## src/rtl/wca_dsp_pkg.sv

```systemverilog
// Shared definitions for the wca_dsp strobe generator family.
// Holds the FSM state type and the default datapath widths.
package wca_dsp_pkg;

   localparam int DEF_MAXBITS = 24;
   localparam int DEF_CNTBITS = 16;

   typedef enum logic [1:0] {
      ST_IDLE = 2'd0,
      ST_RUN  = 2'd1,
      ST_DONE = 2'd2
   } state_e;

endpackage

```

## src/rtl/wca_dsp_down_counter.sv

```systemverilog
// Loadable down-counter that stops at zero; load wins over decrement.
// zero_o decodes the registered value, so it carries no input-to-output path.
module wca_dsp_down_counter
   import wca_dsp_pkg::*;
#(
   parameter int WIDTH = DEF_MAXBITS + 1
) (
   input  logic             clock_i,
   input  logic             reset_i,
   input  logic             en_i,
   input  logic             load_i,
   input  logic [WIDTH-1:0] d_i,
   output logic [WIDTH-1:0] q_o,
   output logic             zero_o
);

   logic [WIDTH-1:0] q_q;

   // NOTE: sequential state uses non-blocking assignments so every register
   // samples pre-edge values and the simulation order of blocks cannot matter.
   always_ff @(posedge clock_i) begin
      if (!reset_i) begin
         q_q <= '0;
      end else if (load_i) begin
         q_q <= d_i;
      end else if (en_i && !zero_o) begin
         q_q <= q_q - WIDTH'(1);
      end
   end

   assign q_o    = q_q;
   assign zero_o = (q_q == '0);

endmodule

```

## src/rtl/wca_dsp_strobe_gen.sv

```systemverilog
// Programmable-period strobe generator with deferred rate updates, phase
// sync, oneshot mode and a wrapping strobe tally; all outputs registered.
module wca_dsp_strobe_gen
   import wca_dsp_pkg::*;
#(
   parameter int MAXBITS = DEF_MAXBITS,
   parameter int CNTBITS = DEF_CNTBITS
) (
   input  logic               clock_i,
   input  logic               reset_i,
   input  logic               enable_i,
   input  logic               oneshot_i,
   input  logic [MAXBITS:0]   rate_i,
   input  logic               rate_wr_i,
   input  logic               sync_i,
   output logic               strobe_o,
   output logic [MAXBITS:0]   count_o,
   output logic               pending_o,
   output logic               done_o,
   output logic [CNTBITS-1:0] tally_o
);

   state_e               state_q;
   logic [MAXBITS:0]     active_q;
   logic [MAXBITS:0]     pend_rate_q;
   logic                 pending_q;
   logic                 strobe_q;
   logic                 done_q;
   logic [CNTBITS-1:0]   tally_q;

   logic                 running;
   logic                 sync_act;
   logic                 term;
   logic                 cnt_zero;
   logic [MAXBITS:0]     next_rate;

   // NOTE: every always_comb output is assigned a default first, so no path
   // through the block can leave a value unassigned and infer a latch.
   always_comb begin
      running   = (state_q == ST_RUN) && enable_i;
      sync_act  = sync_i && (state_q != ST_IDLE);
      term      = running && cnt_zero && !sync_act;
      // A coincident write bypasses the pending register for this reload.
      next_rate = active_q;
      if (rate_wr_i) begin
         next_rate = rate_i;
      end else if (pending_q) begin
         next_rate = pend_rate_q;
      end
   end

   wca_dsp_down_counter #(
      .WIDTH (MAXBITS + 1)
   ) u_counter (
      .clock_i (clock_i),
      .reset_i (reset_i),
      .en_i    (running),
      .load_i  (sync_act || term),
      .d_i     (next_rate),
      .q_o     (count_o),
      .zero_o  (cnt_zero)
   );

   always_ff @(posedge clock_i) begin
      if (!reset_i) begin
         state_q     <= ST_IDLE;
         active_q    <= '0;
         pend_rate_q <= '0;
         pending_q   <= 1'b0;
         strobe_q    <= 1'b0;
         done_q      <= 1'b0;
         tally_q     <= '0;
      end else begin
         strobe_q <= term;
         if (term) begin
            tally_q <= tally_q + CNTBITS'(1);
         end

         // Any reload (terminal count or sync) consumes the pending write.
         if (sync_act || term) begin
            active_q  <= next_rate;
            pending_q <= 1'b0;
         end else if (rate_wr_i) begin
            pend_rate_q <= rate_i;
            pending_q   <= 1'b1;
         end

         case (state_q)
            ST_IDLE: begin
               done_q <= 1'b0;
               if (enable_i) begin
                  state_q <= ST_RUN;
               end
            end
            ST_RUN: begin
               if (!enable_i) begin
                  state_q <= ST_IDLE;
                  done_q  <= 1'b0;
               end else if (term && oneshot_i) begin
                  state_q <= ST_DONE;
                  done_q  <= 1'b1;
               end else begin
                  done_q <= 1'b0;
               end
            end
            ST_DONE: begin
               if (sync_i) begin
                  state_q <= enable_i ? ST_RUN : ST_IDLE;
                  done_q  <= 1'b0;
               end else begin
                  done_q <= 1'b1;
               end
            end
            default: begin
               state_q <= ST_IDLE;
               done_q  <= 1'b0;
            end
         endcase
      end
   end

   assign strobe_o  = strobe_q;
   assign pending_o = pending_q;
   assign done_o    = done_q;
   assign tally_o   = tally_q;

endmodule

```

## config.mk

```make
export PLATFORM = sky130hd
export DESIGN_NAME = wca_dsp_strobe_gen
export DESIGN_NICKNAME = d
export VERILOG_FILES = /design/src/rtl/wca_dsp_pkg.sv /design/src/rtl/wca_dsp_down_counter.sv /design/src/rtl/wca_dsp_strobe_gen.sv
export SDC_FILE = /design/constraint.sdc
export NUM_CORES = 1
export LEC_CHECK = 0
export CORE_AREA = 3 3 78 135
export DETAILED_ROUTE_END_ITERATION = 7
export DIE_AREA = 0 0 81 138
export PLACE_DENSITY = 0.75
export SETUP_SLACK_MARGIN = 0.05
export SYNTH_ARGS = -nofsm -noshare
export SYNTH_HDL_FRONTEND = slang
export SYNTH_SLANG_ARGS = --single-unit
export TNS_END_PERCENT = 20
```

## constraint.sdc

```tcl
create_clock -name clock_i -period 4.35 [get_ports clock_i]
set_input_delay 0.87 -clock clock_i [delete_from_list [all_inputs] [get_ports clock_i]]
set_output_delay 0.87 -clock clock_i [all_outputs]
set_load 0.005 [all_outputs]
```

==> run metrics <==
DIE AREA=11200 um2; CTS Buffer Depth=2; PostCTS Resize Cnt=0; hold-fix buffer count after cts=0; Pwr Total=2.56 mW; port bufs=74; syn nets=659; max-cap violation count=0; met1 GRT Util=31.6%; hold slack=0.455 ns; skew final=0.00765 ns; synth top area cells=dfxtp_1 (37%), mux2i_1 (12%), nand2_1 (5.4%); pre-CTS WS=0.823 ns; Post-synth EDFFs=0; Synth Flop Type=dfxtp_1; Synth Register Bits=96; DRT iter0 DRCs=457; row cnt=47; required time of the critical path=4.59 ns; most frequent cell after synthesis=dfxtp_1; Async S/R FF share, synth=0%; Die Ht=138 um; crit start category=input pin; critical path fanouts, max=30; run status=finished, final reports clean; Hold Vio Cnt, Final=0; final net count=716; post-synthesis cell count=621; top cells by count, synth=dfxtp_1 (96), nand2_1 (75), nor2_1 (72); wire length per cell=19.2 um; Leakage=2.41 nW; WP data arrival=3.43 ns; gr usage total=28.0%; Crit. End Element=register; P per Cell Area=404 nW/um2; PnR worst setup slack=1.16 ns; DRC viols=0; Num CTS Buffers=9; post-synth top area share=37.0%; DP Wirelength=11000 um; max-slew violations=0; Syn-to-layout area delta=22.0%; period utilization=73.3%; total gr overflow=0; Die W=81 um; CTS tree=built; Min-Delay Endpoint=active_q[24]; VDD IR max=0.000265 V; postcts setup bufs=0; Crit Path Category=in2reg; Worst-path clk slew=0.07 ns; Starting Density=54.5%; Synth Area per Inst=8.36 um2; Cell variety after synth=66; Vias/cell=6.26; Ports=75; Worst-Margin Slew=0.895 ns; worst r2r dst=u_counter.q_o[22]; H-tree depth=3; initial antenna violation count=0; RSZ-0062 raised after global routing=false; Synth Warn #=0; global-route wire length before repair=24600 um; Core ar.=9530 um2; Synth Cell Area=5190 um2; pin count of the biggest net entering global routing=52; ANT cells=0; DR vias=5041; gpl congestion=0.924; M2 GR Usage=49.4%; worst r2r src=state_q[1]; min-delay worst type=reg2reg; Period minus WS final=3.19 ns; GR Util met3=4.17%; number of global-route vias before repair=4857; clk root buf=clkbuf_16; placed cell count=789; Clock Latency Late Sink=0.35 ns; Final Non-Filler Cells=805; CTS Sinks=96; Reg2Reg Setup Slack=1.40 ns; fmax=314 MHz; ANT nets after route=0; drt pass-1 iters=5; share of post-route cells with drive strength above 1=8.49%; setup TNS=0 ns; busiest grt layer=met2; Final Setup Violations=0; Seq/Total Area, Yosys=37.0%; hold path start=active_q[24]; cell type with the largest total area after synthesis=dfxtp_1; Rel. slew slack=40.1%; R2R depth=8; worst hold stages=2; DRT Wirelength=15400 um
[sequential cells by signal (all words and copies together), names as in the netlist]
register / count
pending_o: 1
state_q: 2
pend_rate_q: 25
u_counter.q_o: 25
active_q: 25
tally_o: 16
done_o: 1
strobe_o: 1
[metrics by stage]
step / area [um2] / util [%]
2_1_floorplan: 5190 / -
3_3_place_gp: 6010 / 63.1
3_5_place_dp: 6010 / 63.1
4_1_cts: 6330 / 66.4
5_1_grt: 6330 / 66.4
6_report: 6330 / 66.4
[cells by family after synthesis]
| family | share of synthesized area [%] |
|---|---|
| multiplexers | 12.6 |
| adder cells (fa/ha/maj) | 1.69 |
| AO/OA/AOI/OAI | 17.9 |
| AND/OR/NAND/NOR | 25.8 |
| XOR/XNOR | 0.844 |
| buffers and inverters | 4.15 |
| flip-flops | 37.0 |
[layer usage]
metal / part of all wire [%] / routed length [um]
met3: 5.2 / 796
met2: 52 / 7990
met1: 39 / 5960
met4: 4.4 / 682
met5: 0 / 0
[worst max path at each step]
stage | from | to | slack, ns | cells after the start
after CTS | enable_i | u_counter.q_o[22] | 1.20 | 7
final | enable_i | u_counter.q_o[22] | 1.16 | 7
after global routing | enable_i | u_counter.q_o[22] | 1.01 | 7
after floorplan | enable_i | u_counter.q_o[19] | 1.99 | 7
after detailed placement | enable_i | u_counter.q_o[22] | 0.82 | 7
after global placement | enable_i | u_counter.q_o[22] | 0.89 | 7
[power breakdown]
| group | internal [mW] | switching, mW |
|---|---|---|
| clock | 0.481 | 0.357 |
| sequential | 0.934 | 0.0722 |
| combinational | 0.288 | 0.428 |
[cell usage in the layout, fill, tap and decap left out, types with 4 or more instances in the layout]
cell	count
ha_1	7
o211ai_1	4
xnor2_1	4
o21ai_0	34
o22ai_1	5
o31a_1	4
nor2_1	72
nor4_1	8
nand4_1	13
nand3_1	20
nand2_1	75
or3_1	4
a21oi_1	38
clkbuf_16	9
a21o_1	4
or4_1	6
a32o_1	5
nor4_2	7
inv_1	6
dfxtp_1	96
and2_1	12
and4_1	6
nand2b_1	7
mux2i_1	64
a31oi_1	6
nor3_1	9
o21a_1	10
buf_4	15
clkdlybuf4s50_1	74
[layout make-up]
| class | instances | area (um2) |
|---|---|---|
| Inverter | 7 | 26.3 |
| Fill cell | 844 | 3200 |
| Tap cell | 122 | 153 |
| Timing Repair Buffer | 89 | 853 |
| Multi-Input combinational cell | 475 | 3060 |
| Clock inverter | 5 | 62.6 |
| Sequential cell | 96 | 1920 |
| Clock buffer | 11 | 253 |
[critical path, cell delays in order]
cell and delay, ns:
clkdlybuf4s50_1 0.43, and2_1 0.28, and4_1 0.37, a21oi_2 0.61
buf_4 0.43, nor2_1 0.12, o31a_1 0.30
Power figures use the tool's default switching activity.
